$ cat config.mk
export PLATFORM = sky130hd
export DESIGN_NAME = rtc_bcd_counter_flat
export DESIGN_NICKNAME = d
export VERILOG_FILES = /design/src/rtl/rtc_bcd_counter_if.sv /design/src/rtl/rtc_bcd_counter.sv /design/src/flat_wrapper.sv
export SDC_FILE = /design/constraint.sdc
export NUM_CORES = 1
export LEC_CHECK = 0
export ABC_AREA = 0
export CAP_MARGIN = 40
export CORE_UTILIZATION = 50
export DETAILED_ROUTE_END_ITERATION = 10
export GPL_TIMING_DRIVEN = 1
export PLACE_DENSITY = 0.79
export SLEW_MARGIN = 20
export SYNTH_ARGS = -nofsm -noshare
export SYNTH_HDL_FRONTEND = slang
export SYNTH_SLANG_ARGS = --single-unit
$ cat constraint.sdc
create_clock -name clk -period 1.95 [get_ports clk]
set_input_delay 0.39 -clock clk [delete_from_list [all_inputs] [get_ports clk]]
set_output_delay 0.39 -clock clk [all_outputs]
set_load 0.02 [all_outputs]
$ cat src/rtl/rtc_bcd_counter_if.sv
// rtc_bcd_counter_if: bundles the tick, time-set and time-output signals of
// rtc_bcd_counter so the counter and its user connect through one port.
//
// Signals:
//   tick_i       divided square wave; its rising edge is the one-second event
//   set_en_i     level, 1 = set mode (counting frozen)
//   set_field_i  field select: 0 = sec, 1 = min, 2 = hour, 3 = none
//   set_inc_i    single-cycle increment pulse for the selected field
//   hour_o       BCD hours 00..23
//   min_o        BCD minutes 00..59
//   sec_o        BCD seconds 00..59
//   sec_pulse_o  1-cycle pulse on every seconds advance
//   day_wrap_o   1-cycle pulse on 23:59:59 -> 00:00:00
//   alarm_hh_i, alarm_mm_i, alarm_arm_i, alarm_o exist only when RTC_ALARM_EN
//   is defined.
//
// Modports: master drives the inputs and reads the time; slave is the counter.

interface rtc_bcd_counter_if;

   logic       tick_i;
   logic       set_en_i;
   logic [1:0] set_field_i;
   logic       set_inc_i;
   logic [7:0] hour_o;
   logic [7:0] min_o;
   logic [7:0] sec_o;
   logic       sec_pulse_o;
   logic       day_wrap_o;

`ifdef RTC_ALARM_EN
   logic [7:0] alarm_hh_i;
   logic [7:0] alarm_mm_i;
   logic       alarm_arm_i;
   logic       alarm_o;

   modport master (
      output tick_i, set_en_i, set_field_i, set_inc_i,
      output alarm_hh_i, alarm_mm_i, alarm_arm_i,
      input  hour_o, min_o, sec_o, sec_pulse_o, day_wrap_o, alarm_o
   );

   modport slave (
      input  tick_i, set_en_i, set_field_i, set_inc_i,
      input  alarm_hh_i, alarm_mm_i, alarm_arm_i,
      output hour_o, min_o, sec_o, sec_pulse_o, day_wrap_o, alarm_o
   );
`else
   modport master (
      output tick_i, set_en_i, set_field_i, set_inc_i,
      input  hour_o, min_o, sec_o, sec_pulse_o, day_wrap_o
   );

   modport slave (
      input  tick_i, set_en_i, set_field_i, set_inc_i,
      output hour_o, min_o, sec_o, sec_pulse_o, day_wrap_o
   );
`endif

endinterface

$ cat src/rtl/rtc_bcd_counter.sv
// rtc_bcd_counter: 24-hour BCD HH:MM:SS time-of-day counter. Each rising edge
// of the (synchronised) tick_i square wave advances the time by one second,
// with all carries resolved in one cycle. Set mode freezes counting and lets
// upstream-debounced pulses step a single field with in-field wrap.
//
// Ports:
//   clk  system clock
//   rst  asynchronous active-low reset
//   bus  rtc_bcd_counter_if.slave: tick/set inputs, BCD time and pulse outputs
//
// Parameters:
//   SYNC_STAGES  flops in the tick_i synchroniser (>= 2)
//   INIT_HH/MM/SS  BCD time loaded on reset
//
// Optional feature: define RTC_ALARM_EN to add the alarm compare and alarm_o.

module rtc_bcd_counter #(
   parameter int unsigned SYNC_STAGES = 2,
   parameter logic [7:0]  INIT_HH     = 8'h00,
   parameter logic [7:0]  INIT_MM     = 8'h00,
   parameter logic [7:0]  INIT_SS     = 8'h00
) (
   input logic               clk,
   input logic               rst,
   rtc_bcd_counter_if.slave  bus
);

   // Returns {wrapped, next} for a BCD pair counting 00..max.
   function automatic logic [8:0] bcd_inc(input logic [7:0] val, input logic [7:0] max);
      logic [8:0] res;
      if (val == max) begin
         res = {1'b1, 8'h00};
      end else if (val[3:0] == 4'h9) begin
         res = {1'b0, val[7:4] + 4'h1, 4'h0};
      end else begin
         res = {1'b0, val[7:4], val[3:0] + 4'h1};
      end
      return res;
   endfunction

   // Tick synchroniser and rising-edge detect
   logic [SYNC_STAGES-1:0] sync_q;
   logic                   sync_last;
   logic                   edge_q;
   logic                   tick_evt;

   assign sync_last = sync_q[SYNC_STAGES-1];
   assign tick_evt  = sync_last & ~edge_q;

   always_ff @(posedge clk or negedge rst) begin
      if (!rst) begin
         sync_q <= '0;
         edge_q <= 1'b0;
      end else begin
         sync_q <= {sync_q[SYNC_STAGES-2:0], bus.tick_i};
         edge_q <= sync_last;
      end
   end

   // Time registers
   logic [7:0] hour_q, hour_d;
   logic [7:0] min_q, min_d;
   logic [7:0] sec_q, sec_d;
   logic       sec_pulse_q, sec_pulse_d;
   logic       day_wrap_q, day_wrap_d;

   logic [8:0] sec_inc, min_inc, hour_inc;

   assign sec_inc  = bcd_inc(sec_q, 8'h59);
   assign min_inc  = bcd_inc(min_q, 8'h59);
   assign hour_inc = bcd_inc(hour_q, 8'h23);

   always_comb begin
      hour_d      = hour_q;
      min_d       = min_q;
      sec_d       = sec_q;
      sec_pulse_d = 1'b0;
      day_wrap_d  = 1'b0;
      if (bus.set_en_i) begin
         // Set mode swallows any tick edge; the synchroniser keeps running so
         // leaving set mode does not create a false edge.
         if (bus.set_inc_i) begin
            unique case (bus.set_field_i)
               2'd0: sec_d  = sec_inc[7:0];
               2'd1: min_d  = min_inc[7:0];
               2'd2: hour_d = hour_inc[7:0];
               2'd3: ;
            endcase
         end
      end else if (tick_evt) begin
         sec_pulse_d = 1'b1;
         sec_d       = sec_inc[7:0];
         if (sec_inc[8]) begin
            min_d = min_inc[7:0];
            if (min_inc[8]) begin
               hour_d     = hour_inc[7:0];
               day_wrap_d = hour_inc[8];
            end
         end
      end
   end

   always_ff @(posedge clk or negedge rst) begin
      if (!rst) begin
         hour_q      <= INIT_HH;
         min_q       <= INIT_MM;
         sec_q       <= INIT_SS;
         sec_pulse_q <= 1'b0;
         day_wrap_q  <= 1'b0;
      end else begin
         hour_q      <= hour_d;
         min_q       <= min_d;
         sec_q       <= sec_d;
         sec_pulse_q <= sec_pulse_d;
         day_wrap_q  <= day_wrap_d;
      end
   end

   assign bus.hour_o      = hour_q;
   assign bus.min_o       = min_q;
   assign bus.sec_o       = sec_q;
   assign bus.sec_pulse_o = sec_pulse_q;
   assign bus.day_wrap_o  = day_wrap_q;

`ifdef RTC_ALARM_EN
   logic alarm_q, alarm_d;

   // sec_pulse_q marks the cycle after a counted advance, so set-mode edits
   // can never raise the alarm.
   always_comb begin
      alarm_d = alarm_q;
      if (!bus.alarm_arm_i || (min_q != bus.alarm_mm_i)) begin
         alarm_d = 1'b0;
      end else if (sec_pulse_q && (hour_q == bus.alarm_hh_i) && (sec_q == 8'h00)) begin
         alarm_d = 1'b1;
      end
   end

   always_ff @(posedge clk or negedge rst) begin
      if (!rst) begin
         alarm_q <= 1'b0;
      end else begin
         alarm_q <= alarm_d;
      end
   end

   assign bus.alarm_o = alarm_q;
`endif

endmodule
$ cat src/flat_wrapper.sv
// flat-port wrapper written by rule: the top's interface ports become plain ports
module rtc_bcd_counter_flat 
#(
   parameter int unsigned SYNC_STAGES = 2,
   parameter logic [7:0]  INIT_HH     = 8'h00,
   parameter logic [7:0]  INIT_MM     = 8'h00,
   parameter logic [7:0]  INIT_SS     = 8'h00
)
  (clk, rst, bus_tick_i, bus_set_en_i, bus_set_field_i, bus_set_inc_i, bus_hour_o, bus_min_o, bus_sec_o, bus_sec_pulse_o, bus_day_wrap_o);
  rtc_bcd_counter_if bus_i ();
  input logic clk;
  input logic rst;
  input wire logic [$bits(bus_i.tick_i)-1:0] bus_tick_i;
  input wire logic [$bits(bus_i.set_en_i)-1:0] bus_set_en_i;
  input wire logic [$bits(bus_i.set_field_i)-1:0] bus_set_field_i;
  input wire logic [$bits(bus_i.set_inc_i)-1:0] bus_set_inc_i;
  output wire logic [$bits(bus_i.hour_o)-1:0] bus_hour_o;
  output wire logic [$bits(bus_i.min_o)-1:0] bus_min_o;
  output wire logic [$bits(bus_i.sec_o)-1:0] bus_sec_o;
  output wire logic [$bits(bus_i.sec_pulse_o)-1:0] bus_sec_pulse_o;
  output wire logic [$bits(bus_i.day_wrap_o)-1:0] bus_day_wrap_o;
  assign bus_i.tick_i = bus_tick_i;
  assign bus_i.set_en_i = bus_set_en_i;
  assign bus_i.set_field_i = bus_set_field_i;
  assign bus_i.set_inc_i = bus_set_inc_i;
  assign bus_hour_o = bus_i.hour_o;
  assign bus_min_o = bus_i.min_o;
  assign bus_sec_o = bus_i.sec_o;
  assign bus_sec_pulse_o = bus_i.sec_pulse_o;
  assign bus_day_wrap_o = bus_i.day_wrap_o;
  rtc_bcd_counter #(.SYNC_STAGES(SYNC_STAGES), .INIT_HH(INIT_HH), .INIT_MM(INIT_MM), .INIT_SS(INIT_SS)) u_core (.clk(clk), .rst(rst), .bus(bus_i));
endmodule
==> results.sh, run 1 <==
export IMPL_grt_max_degree=30
export IMPL_final_cell_mix="clkdlybuf4s50_1 (32), dfrtp_1 (28), o21ai_0 (20)"
export IMPL_grt_overflow_total=0
export IMPL_skew_ns=0.004114
export IMPL_min_delay_path_depth=0
export IMPL_clkSinkCount=29
export IMPL_initialDrtViolationCount=59
export IMPL_syn_inst=147
export IMPL_power_frac_comb=0.446
export IMPL_cts_max_path_buffers=2
export IMPL_slew_headroom=0.7142
export IMPL_drc=0
export IMPL_antenna_found_initial=0
export IMPL_ys_warn_count=0
export IMPL_status="finished clean"
export IMPL_pre_cts_ws_ns=-0.1388
export IMPL_grt_pass1_wl_mm=5.444
export IMPL_syn_to_final_growth_pct=36.56
export IMPL_ctsHoldBuffers=0
export IMPL_pwr_share_clk=0.166
export IMPL_max_freq_mhz=533.1
export IMPL_post_route_min_period_ns=1.876
export IMPL_ioPinCount=33
export IMPL_final_util=0.7297
export IMPL_drv_slew=0
export IMPL_required_ns=1.56
export IMPL_cts_tree="yes"
export IMPL_place_gp_congestion=0.8028
export IMPL_hold_end="u_core.sync_q[1]$_DFF_PN0_"
export IMPL_syn_nets=166
export IMPL_maxCapViolations=0
export IMPL_grt_pass1_vias=1268
export IMPL_cts_made_buffers=5
export IMPL_intPower_w=0.001529
export IMPL_seq_power_share=0.388
export IMPL_yosysSeqAreaShare=0.4841
export IMPL_critical_path_peak_fanout=5
export IMPL_rsz0062_at_grt="no"
export IMPL_hold_start="u_core.sync_q[0]$_DFF_PN0_"
export IMPL_htree_levels=2
export IMPL_dr_pass1_iters=4
export IMPL_ys_ff_latch=29
export IMPL_initial_core_util=0.5343
export IMPL_critPathArrivalTime_ns=1.49
export IMPL_peakVddDrop_mv=0.8537
export IMPL_clk_pin_slew_worst_paths_ns=0.09
export IMPL_die_area_um2=3221
export IMPL_place_hpwl_mm=2.266
export IMPL_r2r_end="u_core.bus.min_o[7]$_DFFE_PN0P_"
export IMPL_clk_latency_ns=0.33
export IMPL_powerDensity_nw_per_um2=1223
export IMPL_swShare=0.3891
export IMPL_start_kind="flop"
export IMPL_p_sw_w=0.0009740
export IMPL_postSynthAreaPerCell_um2=10.20
export IMPL_wl_per_cell_um=13.44
export IMPL_ys_types=32
export IMPL_wirelength_mm=3.078
export IMPL_final_antenna_net_count=0
export IMPL_grt_usage=0.2224
export IMPL_finalSetupViolations=0
export IMPL_num_nets_final=216
export IMPL_period_share=0.9619
export IMPL_layout_commonest_cell="clkdlybuf4s50_1"
export IMPL_r2r_start="u_core.bus.sec_o[5]$_DFFE_PN0P_"
export IMPL_critPathKind="reg -> out"
export IMPL_portBuffers=32
export IMPL_die_h_um=56.75
export IMPL_rows=19
export IMPL_mappedNetlistArea_um2=1499
export IMPL_end_kind="output pin"
export IMPL_rrSetupSlack_ns=0.13
export IMPL_coreArea_um2=2805
export IMPL_vias=1279
export IMPL_setup_tns_ns=0
export IMPL_tightest_slew_ns=0.4243
export IMPL_vias_per_cell=5.585
export IMPL_postLayoutSetupSlackWorst_ns=0.07420
export IMPL_rr_worst_depth=7
export IMPL_num_antenna_cells=0
export IMPL_min_path_type="reg -> reg"
export IMPL_n_fill_cell=195
export IMPL_p_leak_nw=0.9132
export IMPL_layout_drive_gt1_share=0.1667
export IMPL_root_buffer="clkbuf_4"
export IMPL_die_width_um=56.75
export IMPL_hold_viol=0
## cell usage after synthesis (all sizes together)
cell,number,area share
a211o,1,0.0058
ha,12,0.10
mux2,2,0.015
a21oi,6,0.020
o21ai,20,0.067
nand3b,3,0.015
nor2b,1,0.0042
o21a,1,0.0050
nand2,15,0.038
and3,1,0.0042
or4,2,0.010
nand3,7,0.027
clkbuf,1,0.0025
nor3,4,0.013
nor4b,1,0.0058
nand4,2,0.0083
a21o,1,0.0050
o31ai,7,0.035
nor2,2,0.0050
and3b,4,0.024
nor3b,3,0.023
xor2,2,0.012
and2,1,0.0042
inv,12,0.030
nand2b,4,0.022
or3,2,0.0083
dfrtp,29,0.48
a32o,1,0.0075
## metal layers
metal  GRT usage  routed length, um  vias up
met4      0.1045                 54        0
met3     0.06682                134        6
met1      0.2589               1326      624
li1            -                  -      619
met2      0.3741               1562       30
met5           0                  0        -
## worst max-delay path, cell delays in order, from the launching register on
cell and delay, ns:
dfrtp_1 0.41, buf_4 0.16, clkdlybuf4s50_1 0.59
## power by group through the flow
stage / combinational, W / clock [W] / sequential (W)
after floorplan: 0.000387 / 0 / 0.00114
after global placement: 0.00102 / 0 / 0.000957
after detailed placement: 0.00107 / 0 / 0.000975
after CTS: 0.00108 / 0.000429 / 0.000965
after global routing: 0.00124 / 0.000454 / 0.00100
final: 0.00112 / 0.000415 / 0.000971
## registers in the layout (all words and copies together), names as in the netlist
| name | count |
|---|---|
| u_core.bus.day_wrap_o | 1 |
| u_core.bus.hour_o | 8 |
| u_core.bus.min_o | 8 |
| u_core.bus.sec_o | 8 |
| u_core.bus.sec_pulse_o | 1 |
| u_core.edge_q | 1 |
| u_core.sync_q | 2 |
## area by class of cell
type                    count  area, um2  area share
clock buffers               7      65.06     0.03178
clock inverters             1      5.005    0.002445
inverters                  12      45.04     0.02200
multi-input cells         105      755.7      0.3692
flip-flops and latches     29      726.9      0.3551
well taps                  31      38.79     0.01895
repair buffers             44      410.4      0.2005
## logic make-up (layout without fill, tap and decap cells)
group | after synthesis | in the layout | share of synthesized area
flops | 29 | 29 | 0.4841
compound gates | 37 | 37 | 0.1452
simple gates | 52 | 52 | 0.2112
mux | 2 | 2 | 0.01502
buf+inv | 13 | 64 | 0.03255
fa+ha+maj | 12 | 12 | 0.1002
xor+xnor | 2 | 2 | 0.01169
## how the worst max path moves through the flow
stage	from	end	slack, ns	depth (start not counted)
3_3_place_gp	bus_set_en_i	u_core.bus.min_o[7]$_DFFE_PN0P_	-0.07	6
4_1_cts	u_core.bus.sec_o[1]$_DFFE_PN0P_	u_core.bus.hour_o[6]$_DFFE_PN0P_	0.01	7
3_5_place_dp	bus_set_en_i	u_core.bus.hour_o[6]$_DFFE_PN0P_	-0.14	6
5_1_grt	u_core.bus.sec_o[1]$_DFFE_PN0P_	u_core.bus.min_o[7]$_DFFE_PN0P_	0.004	7
6_report	u_core.bus.sec_o[0]$_DFFE_PN0P_	bus_sec_o[0]	0.07	2
2_1_floorplan	u_core.bus.sec_o[0]$_DFFE_PN0P_	u_core.bus.min_o[7]$_DFFE_PN0P_	0.06	6
## metrics by stage
step / total power [W] / std cells / instance area (um2) / hold WS, ns
after detailed placement: 0.002047 / 218 / 1922 / 0.3385
after CTS: 0.002470 / 226 / 1992 / 0.3606
after floorplan: 0.001525 / 147 / 1499 / 0.09441
final: 0.002503 / 229 / 2047 / 0.3567
after global routing: 0.002692 / 229 / 2047 / 0.3776
after global placement: 0.001974 / 218 / 1922 / 0.3346
## repair_timing
| action | 4_1_cts | 5_1_grt |
|---|---|---|
| endpoints found under the setup margin | 0 | 12 |
| setup buffers | 0 | 3 |
| gates resized for setup | 0 | 8 |
(Power assumes the default switching activity.)
==> inputs of run 2 (changes only) <==
--- a/config.mk
+++ b/config.mk
@@ -8,6 +8,7 @@
 export ABC_AREA = 0
 export CAP_MARGIN = 40
 export CORE_UTILIZATION = 50
+export CTS_BUF_LIST = sky130_fd_sc_hd__clkbuf_4 sky130_fd_sc_hd__clkbuf_8 sky130_fd_sc_hd__clkbuf_16
 export DETAILED_ROUTE_END_ITERATION = 10
 export GPL_TIMING_DRIVEN = 1
 export PLACE_DENSITY = 0.79
==> results of run 2 <==
No change in the layout: final DEF, timing and power equal those of run 1.
==> inputs of run 3 (changes only) <==
--- a/config.mk
+++ b/config.mk
@@ -7,6 +7,7 @@
 export LEC_CHECK = 0
 export ABC_AREA = 0
 export CAP_MARGIN = 40
+export CORE_MARGIN = 10
 export CORE_UTILIZATION = 50
 export CTS_BUF_LIST = sky130_fd_sc_hd__clkbuf_4 sky130_fd_sc_hd__clkbuf_8 sky130_fd_sc_hd__clkbuf_16
 export DETAILED_ROUTE_END_ITERATION = 10
==> results.sh, run 3 (synthesis results as in run 1) <==
export IMPL_wirelength_mm=3.461
export IMPL_die_area_um2=5588
export IMPL_p_leak_nw=0.9190
export IMPL_status="finished clean"
export IMPL_grt_pass1_vias=1233
export IMPL_hold_start="u_core.sync_q[0]$_DFF_PN0_"
export IMPL_end_kind="output pin"
export IMPL_met1_usage=0.1458
export IMPL_die_width_um=74.75
export IMPL_cp_startpoint="u_core.bus.sec_o[5]$_DFFE_PN0P_"
export IMPL_final_cell_mix="clkdlybuf4s50_1 (32), dfrtp_1 (29), o21ai_0 (18)"
export IMPL_powerDensity_nw_per_um2=1194
export IMPL_skew_ns=0.01184
export IMPL_grt_busiest_layer="met2"
export IMPL_required_ns=1.56
export IMPL_dr_pass1_iters=4
export IMPL_cts_made_buffers=5
export IMPL_peakVddDrop_mv=1.015
export IMPL_n_fill_cell=201
export IMPL_final_antenna_net_count=0
export IMPL_grt_pass1_wl_mm=5.754
export IMPL_coreArea_um2=2805
export IMPL_clkSinkCount=29
export IMPL_vias_per_cell=5.418
export IMPL_post_route_min_period_ns=1.851
export IMPL_use_met2=0.2248
export IMPL_place_hpwl_mm=2.599
export IMPL_grt_max_degree=30
export IMPL_cts_tree="yes"
export IMPL_slowest_stage="clkdlybuf4s50_1"
export IMPL_grt_use_met3=0.05650
export IMPL_critPathKind="reg -> out"
export IMPL_layout_commonest_cell="clkdlybuf4s50_1"
export IMPL_total_power_w=0.002437
export IMPL_root_buffer="clkbuf_4"
export IMPL_vias=1257
export IMPL_critical_path_peak_fanout=3
export IMPL_num_antenna_cells=0
export IMPL_num_nets_final=219
export IMPL_period_share=0.9490
export IMPL_critPathArrivalTime_ns=1.46
export IMPL_rrSetupSlack_ns=0.12
export IMPL_whs_ns=0.3567
export IMPL_drc=0
export IMPL_clk_pin_slew_worst_paths_ns=0.10
export IMPL_antenna_found_initial=0
export IMPL_r2r_start="u_core.bus.sec_o[1]$_DFFE_PN0P_"
export IMPL_ctsHoldBuffers=0
export IMPL_initialDrtViolationCount=53
export IMPL_grt_overflow_total=0
export IMPL_place_gp_congestion=0.8076
export IMPL_portBuffers=32
export IMPL_start_kind="flop"
export IMPL_layout_drive_gt1_share=0.1741
export IMPL_maxCapViolations=0
export IMPL_ioPinCount=33
export IMPL_initial_core_util=0.5343
export IMPL_grt_usage=0.1349
export IMPL_rows=19
export IMPL_min_path_type="reg -> reg"
export IMPL_max_freq_mhz=540.4
export IMPL_clk_latency_ns=0.34
export IMPL_hold_viol=0
export IMPL_tightest_slew_ns=0.3920
export IMPL_slew_headroom=0.7359
export IMPL_finalSetupViolations=0
export IMPL_htree_levels=2
export IMPL_cts_max_path_buffers=2
export IMPL_critical_path_max_stage_delay_ns=0.60
export IMPL_syn_to_final_growth_pct=36.23
export IMPL_rsz0062_at_grt="no"
export IMPL_wl_per_cell_um=14.92
export IMPL_drv_slew=0
export IMPL_die_h_um=74.75
export IMPL_crit_chain="buf_4, clkdlybuf4s50_1"
==> run 3: metrics by stage <==
step | utilization | cell area, um2 | setup slack, ns | cells | TNS (ns)
final | 0.7279 | 2042 | 0.09941 | 232 | 0
after global placement | 0.6958 | 1952 | -0.06184 | 222 | -0.2499
after floorplan | - | 1499 | 0.05923 | 147 | 0
after CTS | 0.7154 | 2007 | 0.02819 | 230 | 0
after global routing | 0.7279 | 2042 | 0.006101 | 232 | 0
after detailed placement | 0.6958 | 1952 | -0.1486 | 222 | -0.9419
==> run 3: critical path: cells and delay by family (launching register included) <==
family   cells  cell delay [ns]
flops        1             0.39
buf+inv      2             0.73
==> run 3: path summary, 6_finish.rpt <==
check                                                    to  depth (start not counted)
setup / recovery                               bus_sec_o[5]                          2
hold / removal                   u_core.sync_q[1]$_DFF_PN0_                          0
setup reg to reg            u_core.bus.min_o[4]$_DFFE_PN0P_                          8
hold reg to reg                  u_core.sync_q[1]$_DFF_PN0_                          0
max in group asynchronous  u_core.bus.hour_o[5]$_DFFE_PN0P_                          2
min in group asynchronous   u_core.bus.sec_o[4]$_DFFE_PN0P_                          2
==> run 3: repair_timing <==
action	4_1_cts	5_1_grt
endpoints found under the setup margin	0	13
setup buffers	0	2
resized for setup	0	8
==> run 3: cell type report <==
class / instances / area (um2) / area share
clock inverter: 2 / 10.01 / 0.004902
inverter: 12 / 45.04 / 0.02206
tap: 31 / 38.79 / 0.01900
multi-input combinational: 105 / 744.5 / 0.3646
clock buffer: 6 / 45.04 / 0.02206
timing repair buffer: 47 / 432.9 / 0.2120
sequential: 29 / 725.7 / 0.3554
==> run 3: layer usage <==
| metal | vias to the layer above | wire [um] |
|---|---|---|
| met2 | 22 | 1656 |
| met5 | - | 0 |
| met4 | 0 | 64 |
| li1 | 629 | - |
| met1 | 600 | 1511 |
| met3 | 6 | 229 |
==> run 3: where the power goes <==
part	switching [W]	total, W	internal, W
clock	0.000216	0.000367	0.000151
combinational	0.000568	0.00112	0.000549
sequential	0.000195	0.000954	0.000759
total	0.000979	0.00244	0.00146
